`config.mk`:
```
export PLATFORM = sky130hd
export DESIGN_NAME = seg7_scan_ctrl
export DESIGN_NICKNAME = d
export VERILOG_FILES = /design/src/rtl/seg7_scan_ctrl.sv
export SDC_FILE = /design/constraint.sdc
export NUM_CORES = 1
export LEC_CHECK = 0
export ABC_AREA = 0
export BUFFER_PORTS_ARGS = -buffer_cell sky130_fd_sc_hd__buf_2
export CAP_MARGIN = 0
export CORE_ASPECT_RATIO = 1.1
export CORE_MARGIN = 2
export CORE_UTILIZATION = 55
export CTS_CLUSTER_SIZE = 8
export DETAILED_ROUTE_END_ITERATION = 7
export PLACE_DENSITY_LB_ADDON = 0.05
export SLEW_MARGIN = 20
export SYNTH_ARGS = -nofsm -noshare
export SYNTH_HDL_FRONTEND = slang
export SYNTH_SLANG_ARGS = --single-unit
```
`constraint.sdc`:
```
create_clock -name clk -period 7 [get_ports clk]
set_input_delay 1.4 -clock clk [delete_from_list [all_inputs] [get_ports clk]]
set_output_delay 1.4 -clock clk [all_outputs]
set_load 0.01 [all_outputs]
```
`src/rtl/seg7_scan_ctrl.sv`:
```
// Multiplexed seven-segment driver: hex or sequential double-dabble decimal display with
// per-digit decimal points, leading-zero blanking, overflow dashes and a busy/load handshake.
module seg7_scan_ctrl #(
   parameter int DIGITS   = 8,
   parameter int PRESCALE = 100000
) (
   input  logic                  clk,
   input  logic                  clr,
   input  logic                  load,
   input  logic [4*DIGITS-1:0]   value,
   input  logic                  mode,
   input  logic [DIGITS-1:0]     dp,
   input  logic                  blank_lz,
   output logic                  busy,
   output logic [DIGITS-1:0]     an,
   output logic [7:0]            segment
);

   localparam int VAL_W = 4 * DIGITS;
   localparam int IDX_W = (DIGITS > 1) ? $clog2(DIGITS) : 1;
   localparam int PS_W  = (PRESCALE > 1) ? $clog2(PRESCALE) : 1;
   localparam int CNT_W = $clog2(VAL_W);

   typedef enum logic [1:0] {
      S_IDLE,
      S_SHIFT,
      S_DONE
   } conv_state_t;

   conv_state_t state, state_nxt;

   logic accept_hex, accept_dec, do_shift, do_commit;

   // conversion datapath
   logic [VAL_W-1:0]  bin, bcd, bcd_adj, bcd_shl, bin_shl;
   logic              shift_out;
   logic [CNT_W-1:0]  bit_cnt;
   logic              ovf_acc;
   logic [DIGITS-1:0] dp_pend;

   // committed display state
   logic [VAL_W-1:0]  disp_reg;
   logic [DIGITS-1:0] dp_reg;
   logic              disp_ovf;

   // scan state
   logic [PS_W-1:0]   ps;
   logic [IDX_W-1:0]  idx;
   logic [DIGITS-1:0] zero_from;
   logic [3:0]        nib;
   logic              dp_cur, lz_cur;
   logic [7:0]        seg_nxt;
   logic [DIGITS-1:0] an_nxt;

   function automatic logic [6:0] hex_glyph(input logic [3:0] n);
      case (n)
         4'h0:    hex_glyph = 7'h40;
         4'h1:    hex_glyph = 7'h79;
         4'h2:    hex_glyph = 7'h24;
         4'h3:    hex_glyph = 7'h30;
         4'h4:    hex_glyph = 7'h19;
         4'h5:    hex_glyph = 7'h12;
         4'h6:    hex_glyph = 7'h02;
         4'h7:    hex_glyph = 7'h78;
         4'h8:    hex_glyph = 7'h00;
         4'h9:    hex_glyph = 7'h10;
         4'hA:    hex_glyph = 7'h08;
         4'hB:    hex_glyph = 7'h03;
         4'hC:    hex_glyph = 7'h46;
         4'hD:    hex_glyph = 7'h21;
         4'hE:    hex_glyph = 7'h06;
         default: hex_glyph = 7'h0E;
      endcase
   endfunction

   always_ff @(posedge clk or posedge clr) begin
      if (clr) state <= S_IDLE;
      else     state <= state_nxt;
   end

   // NOTE: every output of a combinational block gets a default first so no latch is inferred.
   always_comb begin
      state_nxt  = state;
      accept_hex = 1'b0;
      accept_dec = 1'b0;
      do_shift   = 1'b0;
      do_commit  = 1'b0;
      case (state)
         S_IDLE: begin
            if (load) begin
               if (mode) begin
                  accept_dec = 1'b1;
                  state_nxt  = S_SHIFT;
               end else begin
                  accept_hex = 1'b1;
               end
            end
         end
         S_SHIFT: begin
            do_shift = 1'b1;
            if (bit_cnt == CNT_W'(VAL_W - 1)) state_nxt = S_DONE;
         end
         S_DONE: begin
            do_commit = 1'b1;
            state_nxt = S_IDLE;
         end
         default: state_nxt = S_IDLE;
      endcase
   end

   assign busy = (state != S_IDLE);

   // add-3 correction on every BCD nibble, then one combined left shift of {bcd,bin}
   always_comb begin
      bcd_adj = bcd;
      for (int i = 0; i < DIGITS; i++) begin
         if (bcd[4*i +: 4] >= 4'd5) bcd_adj[4*i +: 4] = bcd[4*i +: 4] + 4'd3;
      end
   end

   assign {shift_out, bcd_shl, bin_shl} = {bcd_adj, bin, 1'b0};

   always_ff @(posedge clk or posedge clr) begin
      if (clr) begin
         bin      <= '0;
         bcd      <= '0;
         bit_cnt  <= '0;
         ovf_acc  <= 1'b0;
         dp_pend  <= '0;
         disp_reg <= '0;
         dp_reg   <= '0;
         disp_ovf <= 1'b0;
      end else begin
         if (accept_hex) begin
            disp_reg <= value;
            dp_reg   <= dp;
            disp_ovf <= 1'b0;
         end
         if (accept_dec) begin
            bin     <= value;
            bcd     <= '0;
            bit_cnt <= '0;
            ovf_acc <= 1'b0;
            dp_pend <= dp;
         end
         if (do_shift) begin
            bin     <= bin_shl;
            bcd     <= bcd_shl;
            bit_cnt <= bit_cnt + 1'b1;
            ovf_acc <= ovf_acc | shift_out;
         end
         // digits, dp and overflow flag swap in together so the scan never shows a mix
         if (do_commit) begin
            disp_reg <= bcd;
            dp_reg   <= dp_pend;
            disp_ovf <= ovf_acc;
         end
      end
   end

   // zero_from[i] is set when nibbles i..DIGITS-1 are all zero
   always_comb begin : lz_scan
      logic acc;
      acc       = 1'b1;
      zero_from = '0;
      for (int i = DIGITS - 1; i >= 0; i--) begin
         acc          = acc & (disp_reg[4*i +: 4] == 4'd0);
         zero_from[i] = acc;
      end
   end

   always_comb begin
      nib    = '0;
      dp_cur = 1'b0;
      lz_cur = 1'b0;
      an_nxt = '1;
      for (int i = 0; i < DIGITS; i++) begin
         if (idx == IDX_W'(i)) begin
            nib       = disp_reg[4*i +: 4];
            dp_cur    = dp_reg[i];
            lz_cur    = zero_from[i];
            an_nxt[i] = 1'b0;
         end
      end
      if (disp_ovf)
         seg_nxt = {~dp_cur, 7'h3F};
      else if (blank_lz && (idx != '0) && lz_cur)
         seg_nxt = {~dp_cur, 7'h7F};
      else
         seg_nxt = {~dp_cur, hex_glyph(nib)};
   end

   // an/segment load on the same edge that advances idx, so they always change together
   always_ff @(posedge clk or posedge clr) begin
      if (clr) begin
         ps      <= '0;
         idx     <= '0;
         an      <= '1;
         segment <= 8'hFF;
      end else if (ps == PS_W'(PRESCALE - 1)) begin
         ps      <= '0;
         idx     <= (idx == IDX_W'(DIGITS - 1)) ? '0 : idx + 1'b1;
         an      <= an_nxt;
         segment <= seg_nxt;
      end else begin
         ps <= ps + 1'b1;
      end
   end

endmodule

```
==> impl_metrics.ini, run 1 <==
[synth]
synth_edf_count = 0
syn_nets = 962
syn_area_per_cell_um2 = 9.17
synthArstFlopShare_pct = 100
synth_seq_cells = 157
yosysSeqAreaShare_pct = 48.6
syn_inst = 887
ys_types = 59
yosysWarnings = 0
synth_area_mm2 = 0.00813
synthFlopType = dfrtp_1

[critical_path]
timing.rr.start = idx[2]$_DFFE_PP0N_
end_kind = flip-flop
setup.worst_path.class = reg -> reg
cp_max_fo = 21
cp-start-kind = flip-flop
crit_buf_inv = 3
cp_top_family = compound AO/OA/AOI/OAI gates
cp_slowest_cell = dfrtp_1
cp-startpoint = idx[2]$_DFFE_PP0N_
cpPeakStageDelay_ps = 730
path_cells = inv_1, ha_1, or2_1, a221oi_1, o22ai_1, a21o_1, inv_1, ha_1, inv_1, mux2i_1, mux2i_1, a21oi_1
cp.arrival_ps = 3750
path_common_cell = inv_1
cp.required_ps = 7360

[sta]
fmax_ghz = 0.295
report.final.hold_viol_count = 0
period_minus_slack_ps = 3390
clock-skew-final_ps = 5.24
final.setup.tns_ps = 0
slew_violations = 0
setup_viol = 0
min_period_over_period_pct = 48.5
rsz0062_at_grt = no
worstMarginPinSlew_ps = 1000
slew-limit-headroom_pct = 33.1

[grt]
antenna_found_initial = 0
grt_pass1_vias = 6371
grt_usage_pct = 25.3
grt-ovfl-total = 0
grt_max_degree = 97
grt_pass1_wl_mm = 31.9

[layout]
multi_input_area_mm2 = 0.00385
register_area_mm2 = 0.00395
drive_gt1_share_pct = 13.9
area_growth_pct = 12.3
final_area_mm2 = 0.00913
n_fill_cell = 1248
nets = 997
num_antenna_cells = 0

[clocking]
clkSlewWorstSetupHoldPaths_ps = 60
cts.repair.resized = 0
post-cts-setup-buffers = 0
cts_sinks = 157
h-tree-depth = 4
cts_buffer_depth = 2
clk_latency_ps = 430
root_buffer = clkbuf_16
cts_tree = yes
ctsHoldBuffers = 0
cts_buffers = 17

[placement]
dpl_cell_area_mm2 = 0.00853
place_hpwl_mm = 13.0
place.gp.congestion = 0.909
portBuffers = 61

[routing]
ant_nets = 0
first_iter_violations = 467
routedWlPerCell_um = 16.9
dr.pass1.iters = 5
via_per_inst = 5.75
drc = 0
num_vias = 6485
wl_mm = 19.0

[die]
coreArea_mm2 = 0.0144
die_w_um = 120
die_y_um = 132
num_io_pins = 62
start_util_pct = 56.3
die_area_mm2 = 0.0158
rows = 46

[pwr]
power_switching_mw = 1.31
p_leak_nw = 4.21
clockPowerShare_pct = 26.2
pwr-share-seq_pct = 42.1
combPwrFrac_pct = 31.7
finalPower_mw = 3.60
swShare_pct = 36.3
p_per_area_mw_per_mm2 = 394
ir_drop_mv = 0.217
p_int_mw = 2.29

[worst_hold_path]
hold_path.class = reg -> reg
min-delay-start = an[0]$_DFFE_PP1N_

[flow_run]
maxCapViolCount = 0

[run_status]
status = complete, no violations
==> worst reg2reg max path: stages (launching register included) <==
cell and delay, ps:
dfrtp_1 730, inv_1 300, ha_1 460, or2_1 340
a221oi_1 260, o22ai_1 130, a21o_1 250, inv_1 160
ha_1 230, inv_1 50, mux2i_1 130, mux2i_1 90
a21oi_1 190
==> cells by family after synthesis <==
kind of cell,after synthesis,share of synthesized area [%]
flip-flops,157,48.6
multiplexers,29,3.57
adder cells (fa/ha/maj),30,4.62
XOR/XNOR,28,3.02
AND/OR/NAND/NOR,326,18.3
AO/OA/AOI/OAI,232,17.6
buffers and inverters,85,4.32
==> placed cells by master (no fill, tap or decap), types with 5 or more instances in the layout <==
cell type and count:
a21oi_1 51, a31oi_1 7, a32o_1 8, and2_1 5, and3_1 7, buf_2 61, buf_4 7, clkbuf_16 17
dfrtp_1 141, dfstp_2 16, ha_1 30, inv_1 31, mux2i_1 29, nand2_1 107, nand2b_1 10, nand3_1 31
nand3b_1 6, nand4_1 7, nor2_1 108, nor2b_1 12, nor4_1 9, o21ai_0 91, o22ai_1 33, o31ai_1 11
o32ai_1 7, xnor2_1 17, xor2_1 11
==> worst paths after layout <==
| path | end | slack (ps) | depth (start not counted) |
|---|---|---|---|
| setup / recovery | segment[5]$_DFFE_PP1N_ | 3610 | 12 |
| hold / removal | an[0]$_DFFE_PP1N_ | 450 | 2 |
| setup reg to reg | segment[5]$_DFFE_PP1N_ | 3610 | 12 |
| hold reg to reg | an[0]$_DFFE_PP1N_ | 450 | 2 |
| max in group asynchronous | bin[2]$_DFFE_PP0P_ | 4550 | 3 |
| min in group asynchronous | dp_reg[7]$_DFFE_PP0P_ | 1130 | 2 |
==> final cells by class <==
type	count	share of cell area, %
Inverter	33	1.41
Clock buffer	21	5.04
Timing Repair Buffer	68	3.92
Multi-Input combinational cell	645	42.2
Sequential cell	157	43.3
Clock inverter	11	1.55
Tap cell	192	2.63
==> metrics by stage <==
stage / hold WS [ps] / setup WS (ps) / utilization [%] / std cells
after floorplan: 445 / 1390 / - / 887
after global placement: 441 / 3740 / 59.0 / 1095
after detailed placement: 445 / 3670 / 59.0 / 1095
after CTS: 454 / 3660 / 63.2 / 1127
after global routing: 482 / 3290 / 63.2 / 1127
final: 450 / 3610 / 63.2 / 1127
==> Yosys cell counts, types with 2 or more instances <==
| cell type | count | area share, % |
|---|---|---|
| and2_1 | 5 | 0.38 |
| inv_1 | 32 | 1.5 |
| buf_2 | 11 | 0.68 |
| a221oi_2 | 2 | 0.37 |
| ha_1 | 30 | 4.6 |
| mux2i_1 | 29 | 3.6 |
| nor2b_1 | 12 | 0.92 |
| a32o_1 | 8 | 0.98 |
| a211oi_2 | 2 | 0.31 |
| nor3b_1 | 3 | 0.28 |
| o21ai_1 | 2 | 0.12 |
| nand2b_1 | 12 | 0.92 |
| xnor2_1 | 17 | 1.8 |
| and4_1 | 2 | 0.22 |
| nand3_1 | 32 | 2.0 |
| nand4_1 | 7 | 0.54 |
| dfstp_2 | 16 | 5.2 |
| and3_1 | 7 | 0.54 |
| o32ai_1 | 7 | 0.75 |
| o22ai_1 | 33 | 2.5 |
| o311ai_1 | 2 | 0.22 |
| nor3_1 | 4 | 0.25 |
| nor2_1 | 108 | 5.0 |
| dfrtp_1 | 141 | 43 |
| a31oi_1 | 7 | 0.54 |
| a21oi_1 | 51 | 3.1 |
| buf_1 | 6 | 0.28 |
| nor4_1 | 9 | 0.69 |
| or2_1 | 4 | 0.31 |
| o21ai_0 | 91 | 5.6 |
| nand2_1 | 107 | 4.9 |
| clkbuf_1 | 31 | 1.4 |
| nand3b_1 | 6 | 0.55 |
| a221oi_1 | 4 | 0.43 |
| o31ai_1 | 11 | 1.0 |
| buf_4 | 3 | 0.28 |
| xor2_1 | 11 | 1.2 |
==> layer usage <==
| layer | share of wire (%) | GRT usage, % |
|---|---|---|
| met4 | 1.8 | 7.45 |
| met5 | 0 | 0 |
| met2 | 48 | 40.4 |
| met3 | 3.3 | 4.43 |
| met1 | 47 | 35.3 |
==> power by group through the flow <==
| stage | Clock, mW | Sequential [mW] | Combinational (mW) |
|---|---|---|---|
| floorplan | 0 | 1.44 | 0.917 |
| global placement | 0 | 1.52 | 1.09 |
| detailed placement | 0 | 1.53 | 1.14 |
| CTS | 0.955 | 1.51 | 1.15 |
| global route | 0.997 | 1.56 | 1.32 |
| finish | 0.944 | 1.51 | 1.14 |
No activity file was read; power rests on OpenSTA's default activity.
==> inputs of run 2 (changes only) <==
--- a/config.mk
+++ b/config.mk
@@ -5,7 +5,7 @@
 export SDC_FILE = /design/constraint.sdc
 export NUM_CORES = 1
 export LEC_CHECK = 0
-export ABC_AREA = 0
+export ABC_AREA = 1
 export BUFFER_PORTS_ARGS = -buffer_cell sky130_fd_sc_hd__buf_2
 export CAP_MARGIN = 0
 export CORE_ASPECT_RATIO = 1.1
==> constraint.sdc (replaced) <==
create_clock -name clk -period 2.85 [get_ports clk]
set_input_delay 0.57 -clock clk [delete_from_list [all_inputs] [get_ports clk]]
set_output_delay 0.57 -clock clk [all_outputs]
set_load 0.01 [all_outputs]
==> impl_metrics.ini, run 2 <==
[run_status]
status = complete, no violations

[placement]
place.gp.congestion = 0.881
place_hpwl_mm = 13.5
portBuffers = 61

[synth]
syn_inst = 1017
syn_area_per_cell_um2 = 8.08
yosysTopAreaCellShare_pct = 42.9
synthTopCellsByCount = 177 x nand2_1, 141 x dfrtp_1, 129 x nor2_1, 123 x inv_1, 114 x o21ai_0
yosysWarnings = 0
synth_area_mm2 = 0.00822
synth_seq_cells = 157
syn_nets = 1092
ys_types = 40
synth_area_leader_cell = dfrtp_1
synthArstFlopShare_pct = 100
synthFlopType = dfrtp_1
synth_edf_count = 0
yosysMostFrequentCell = nand2_1
yosysSeqAreaShare_pct = 48.0
ys_top_cells_by_area = dfrtp_1 43%, nand2_1 8.1%, o21ai_0 6.9%, nor2_1 5.9%, inv_1 5.6%

[routing]
dr.pass1.iters = 5
drc = 0
num_vias = 7039
wl_mm = 19.3
first_iter_violations = 568
routedWlPerCell_um = 15.1
via_per_inst = 5.52
ant_nets = 0

[clocking]
post-cts-setup-buffers = 0
cts.repair.resized = 0
cts_sinks = 157
cts_buffer_depth = 2
clk_latency_ps = 430
h-tree-depth = 4
cts_tree = yes
root_buffer = clkbuf_16
cts_buffers = 17
clkSlewWorstSetupHoldPaths_ps = 70
ctsHoldBuffers = 0

[flow_run]
maxCapViolCount = 0

[critical_path]
timing.rr.start = idx[0]$_DFFE_PP0N_
cp-start-kind = flip-flop
cp.arrival_ps = 2880
reg2regPathDepth = 20
end_kind = flip-flop
cp_max_fo = 6
rr_endpoint = segment[0]$_DFFE_PP1N_
setup.worst_path.class = reg -> reg
cp.required_ps = 3210
reg2reg_slack_ps = 330
cp-startpoint = idx[0]$_DFFE_PP0N_

[grt]
grt_pass1_vias = 6683
grt_max_degree = 76
grt_usage_pct = 25.6
antenna_found_initial = 0
grt_pass1_wl_mm = 32.8
grt-ovfl-total = 0

[pwr]
power_switching_mw = 3.37
ir_drop_mv = 0.565
p_int_mw = 5.56
p_leak_nw = 4.52
clockPowerShare_pct = 25.0
pwr-share-seq_pct = 40.4
combPwrFrac_pct = 34.6
swShare_pct = 37.7
p_per_area_mw_per_mm2 = 958

[layout]
multi_input_area_mm2 = 0.00361
nets = 1145
num_antenna_cells = 0
area_growth_pct = 13.4
n_fill_cell = 1316
final_common_cell = nand2_1
drive_gt1_share_pct = 14.1
register_area_mm2 = 0.00395
layout_common_cells = 174 x nand2_1, 141 x dfrtp_1, 129 x nor2_1, 122 x inv_1, 114 x o21ai_0

[sta]
final.setup.tns_ps = 0
rsz0062_at_grt = no
fmax_ghz = 0.397
min_period_over_period_pct = 88.3
clock-skew-final_ps = 9.51
period_minus_slack_ps = 2520
slew-limit-headroom_pct = 63.7
slew_violations = 0
setup_viol = 0
worstMarginPinSlew_ps = 544
report.final.hold_viol_count = 0
holdWs_ps = 134

[die]
start_util_pct = 56.7
rows = 46
die_w_um = 121
coreArea_mm2 = 0.0145
num_io_pins = 62
die_y_um = 132
die_area_mm2 = 0.0159

[worst_hold_path]
hold_path.class = in -> async
run 2: cell families after synthesis:
logic type	Yosys count	share of synthesized area (%)
compound gates	237	16.4
xor+xnor	10	1.07
fa+ha+maj	30	4.57
buf+inv	171	8.25
flops	157	48.0
mux	5	0.685
simple gates	407	21.0
run 2: layer usage:
layer	GRT usage (%)	share of wire [%]	vias up	wire [µm]
met5	0	0	-	0
met3	4.63	3.9	28	744
met2	40.0	48	151	9220
met4	8.27	1.7	0	333
li1	-	-	3481	-
met1	36.4	47	3379	8970
run 2: how the worst max path moves through the flow:
stage | to | slack [ps] | cells after the start
2_1_floorplan | bcd[0]$_DFFE_PP0P_ | 310 | 1
3_3_place_gp | segment[3]$_DFFE_PP1N_ | 440 | 21
3_5_place_dp | segment[0]$_DFFE_PP1N_ | 340 | 20
4_1_cts | segment[0]$_DFFE_PP1N_ | 330 | 20
5_1_grt | segment[3]$_DFFE_PP1N_ | 10 | 21
6_report | segment[0]$_DFFE_PP1N_ | 330 | 20
run 2: cell type report:
| class | instances | area share (%) |
|---|---|---|
| repair buffers | 77 | 4.97 |
| well taps | 192 | 2.58 |
| inverters | 128 | 5.22 |
| clock buffers | 20 | 4.90 |
| multi-input cells | 689 | 38.7 |
| flip-flops and latches | 157 | 42.4 |
| clock inverters | 12 | 1.29 |
run 2: critical path, cell delays in order, from the launching register on:
cell     delay, ps
dfrtp_1        410
inv_1          130
ha_1           200
inv_1           80
nor2_4         130
nand3_1         80
nand3_1         80
nand3_1         70
nand3_1         90
nand2_1         60
nand2_1         50
nand2_1         40
nand2_1        180
inv_1          100
ha_1           250
nor2_1         180
nor2_1          70
nor2_1          90
nand3_1         70
nand2_1         70
inv_1           30
run 2: power groups by stage:
stage | combinational (mW) | clock, mW | sequential (mW)
after CTS | 3.10 | 2.27 | 3.60
after global routing | 3.59 | 2.36 | 3.71
after floorplan | 2.41 | 0 | 3.46
after global placement | 2.98 | 0 | 3.61
after detailed placement | 3.06 | 0 | 3.63
final | 3.09 | 2.23 | 3.61
run 2: stage by stage:
stage               setup WS [ps]  total power, mW  instances  instance area [µm²]  utilization (%)
CTS                           335             8.97       1275                 9320             64.3
floorplan                     306             5.87       1017                 8220                -
global placement              443             6.60       1243                 8740             60.3
global route                 9.66             9.66       1275                 9320             64.3
detailed placement            345             6.69       1243                 8740             60.3
finish                        333             8.93       1275                 9320             64.3
==> inputs of run 3 (changes only) <==
--- a/config.mk
+++ b/config.mk
@@ -6,13 +6,13 @@
 export NUM_CORES = 1
 export LEC_CHECK = 0
 export ABC_AREA = 1
-export BUFFER_PORTS_ARGS = -buffer_cell sky130_fd_sc_hd__buf_2
 export CAP_MARGIN = 0
-export CORE_ASPECT_RATIO = 1.1
+export CORE_ASPECT_RATIO = 1.75
 export CORE_MARGIN = 2
 export CORE_UTILIZATION = 55
 export CTS_CLUSTER_SIZE = 8
 export DETAILED_ROUTE_END_ITERATION = 7
+export DONT_BUFFER_PORTS = 1
 export PLACE_DENSITY_LB_ADDON = 0.05
 export SLEW_MARGIN = 20
 export SYNTH_ARGS = -nofsm -noshare
==> impl_metrics.ini, run 3 (same netlist as run 2, synthesis figures left out) <==
[run_status]
status = complete, no violations

[grt]
grt-ovfl-total = 0
antenna_found_initial = 0
grt_max_degree = 71
grt_usage_pct = 26.7
grt_pass1_vias = 6907
grt_pass1_wl_mm = 33.7

[sta]
fmax_ghz = 0.395
slew-limit-headroom_pct = 63.2
rsz0062_at_grt = no
slew_violations = 0
min_period_over_period_pct = 88.9
setup_viol = 0
report.final.hold_viol_count = 0
period_minus_slack_ps = 2530
clock-skew-final_ps = 17.0
worstMarginPinSlew_ps = 552
final.setup.tns_ps = 0

[die]
start_util_pct = 55.7
die_y_um = 166
num_io_pins = 62
die_w_um = 96.4
coreArea_mm2 = 0.0148
rows = 59
die_area_mm2 = 0.0160

[layout]
layout_common_cells = 174 x nand2_1, 141 x dfrtp_1, 129 x nor2_1, 122 x inv_1, 114 x o21ai_0
post-route-util_pct = 61.1
nets = 1084
num_antenna_cells = 0
area_growth_pct = 9.77
drive_gt1_share_pct = 8.71
final_common_cell = nand2_1
final_area_mm2 = 0.00902

[critical_path]
cp-startpoint = idx[0]$_DFFE_PP0N_
setup.worst_path.class = reg -> reg
cp.required_ps = 3210
reg2reg_slack_ps = 320
cp-start-kind = flip-flop
cp_max_fo = 6
timing.rr.start = idx[0]$_DFFE_PP0N_
end_kind = flip-flop
cp.arrival_ps = 2890

[routing]
routedWlPerCell_um = 16.8
num_vias = 6802
first_iter_violations = 327
drc = 0
ant_nets = 0
dr.pass1.iters = 7
via_per_inst = 5.64
wl_mm = 20.2

[worst_hold_path]
hold_path.class = in -> async

[clocking]
ctsHoldBuffers = 0
cts_buffer_depth = 2
clkSlewWorstSetupHoldPaths_ps = 70
cts_tree = yes
h-tree-depth = 4
post-cts-setup-buffers = 0
root_buffer = clkbuf_16
cts.repair.resized = 0
clk_latency_ps = 420
cts_sinks = 157
cts_buffers = 17

[placement]
portBuffers = 0
place_hpwl_mm = 14.6
dpl_cell_area_mm2 = 0.00844
place.gp.congestion = 0.862

[pwr]
ir_drop_mv = 0.637
p_leak_nw = 4.27
finalPower_mw = 8.96
p_per_area_mw_per_mm2 = 993

[flow_run]
maxCapViolCount = 0
run 3: worst paths after layout:
check / to / cells after the start
min in group clk: bin[0]$_DFFE_PP0P_ / 2
max: segment[3]$_DFFE_PP1N_ / 21
max reg2reg: segment[3]$_DFFE_PP1N_ / 21
max in group asynchronous: an[6]$_DFFE_PP1N_ / 2
min reg2reg: bit_cnt[3]$_DFFE_PP0P_ / 1
min: dp_reg[7]$_DFFE_PP0P_ / 1
run 3: power breakdown:
part / switching, mW / internal, mW / total [mW] / leakage, nW
logic: 1.92 / 1.15 / 3.07 / 2.14
clock network: 0.910 / 1.38 / 2.29 / 0.282
registers: 0.535 / 3.07 / 3.60 / 1.85
total: 3.37 / 5.59 / 8.96 / 4.27
run 3: worst max-delay path, stage by stage, from the launching register on:
cell and delay [ps]:
dfrtp_1 400, inv_1 130, ha_1 200, inv_1 80, nor2_4 140, nand3_1 80, nand3_1 70, nand3_1 80
nand3_1 110, nand2_1 60, nand2_1 60, nand2_1 50, nand2_1 170, inv_1 100, ha_1 320, inv_1 40
nand2_1 50, nand2_1 40, nand2_1 50, nand2_1 50, o21bai_1 130, inv_1 50
run 3: final cells by class:
class | count | area [µm²]
clock buffer | 21 | 440
clock inverter | 11 | 143
fill | 1379 | 5740
inverter | 128 | 487
multi-input combinational | 689 | 3610
sequential | 157 | 3950
tap | 183 | 229
timing repair buffer | 16 | 170
run 3: per-stage QoR:
| step | setup WS (ps) | std cells | hold slack [ps] |
|---|---|---|---|
| final | 315 | 1205 | 13.3 |
| after global routing | 30.3 | 1205 | 25.7 |
| after CTS | 315 | 1205 | 19.7 |
| after detailed placement | 332 | 1173 | 459 |
| after global placement | 392 | 1173 | 455 |
| after floorplan | 306 | 1017 | 440 |
run 3: per-layer routing:
| layer | track usage (%) | share of wire (%) | up-vias | wire [µm] |
|---|---|---|---|---|
| met5 | 0 | 0 | - | 0 |
| met4 | 8.39 | 2.6 | 0 | 524 |
| met1 | 31.3 | 40 | 3273 | 8090 |
| li1 | - | - | 3357 | - |
| met2 | 48.2 | 54 | 133 | 10900 |
| met3 | 4.82 | 3.4 | 39 | 677 |
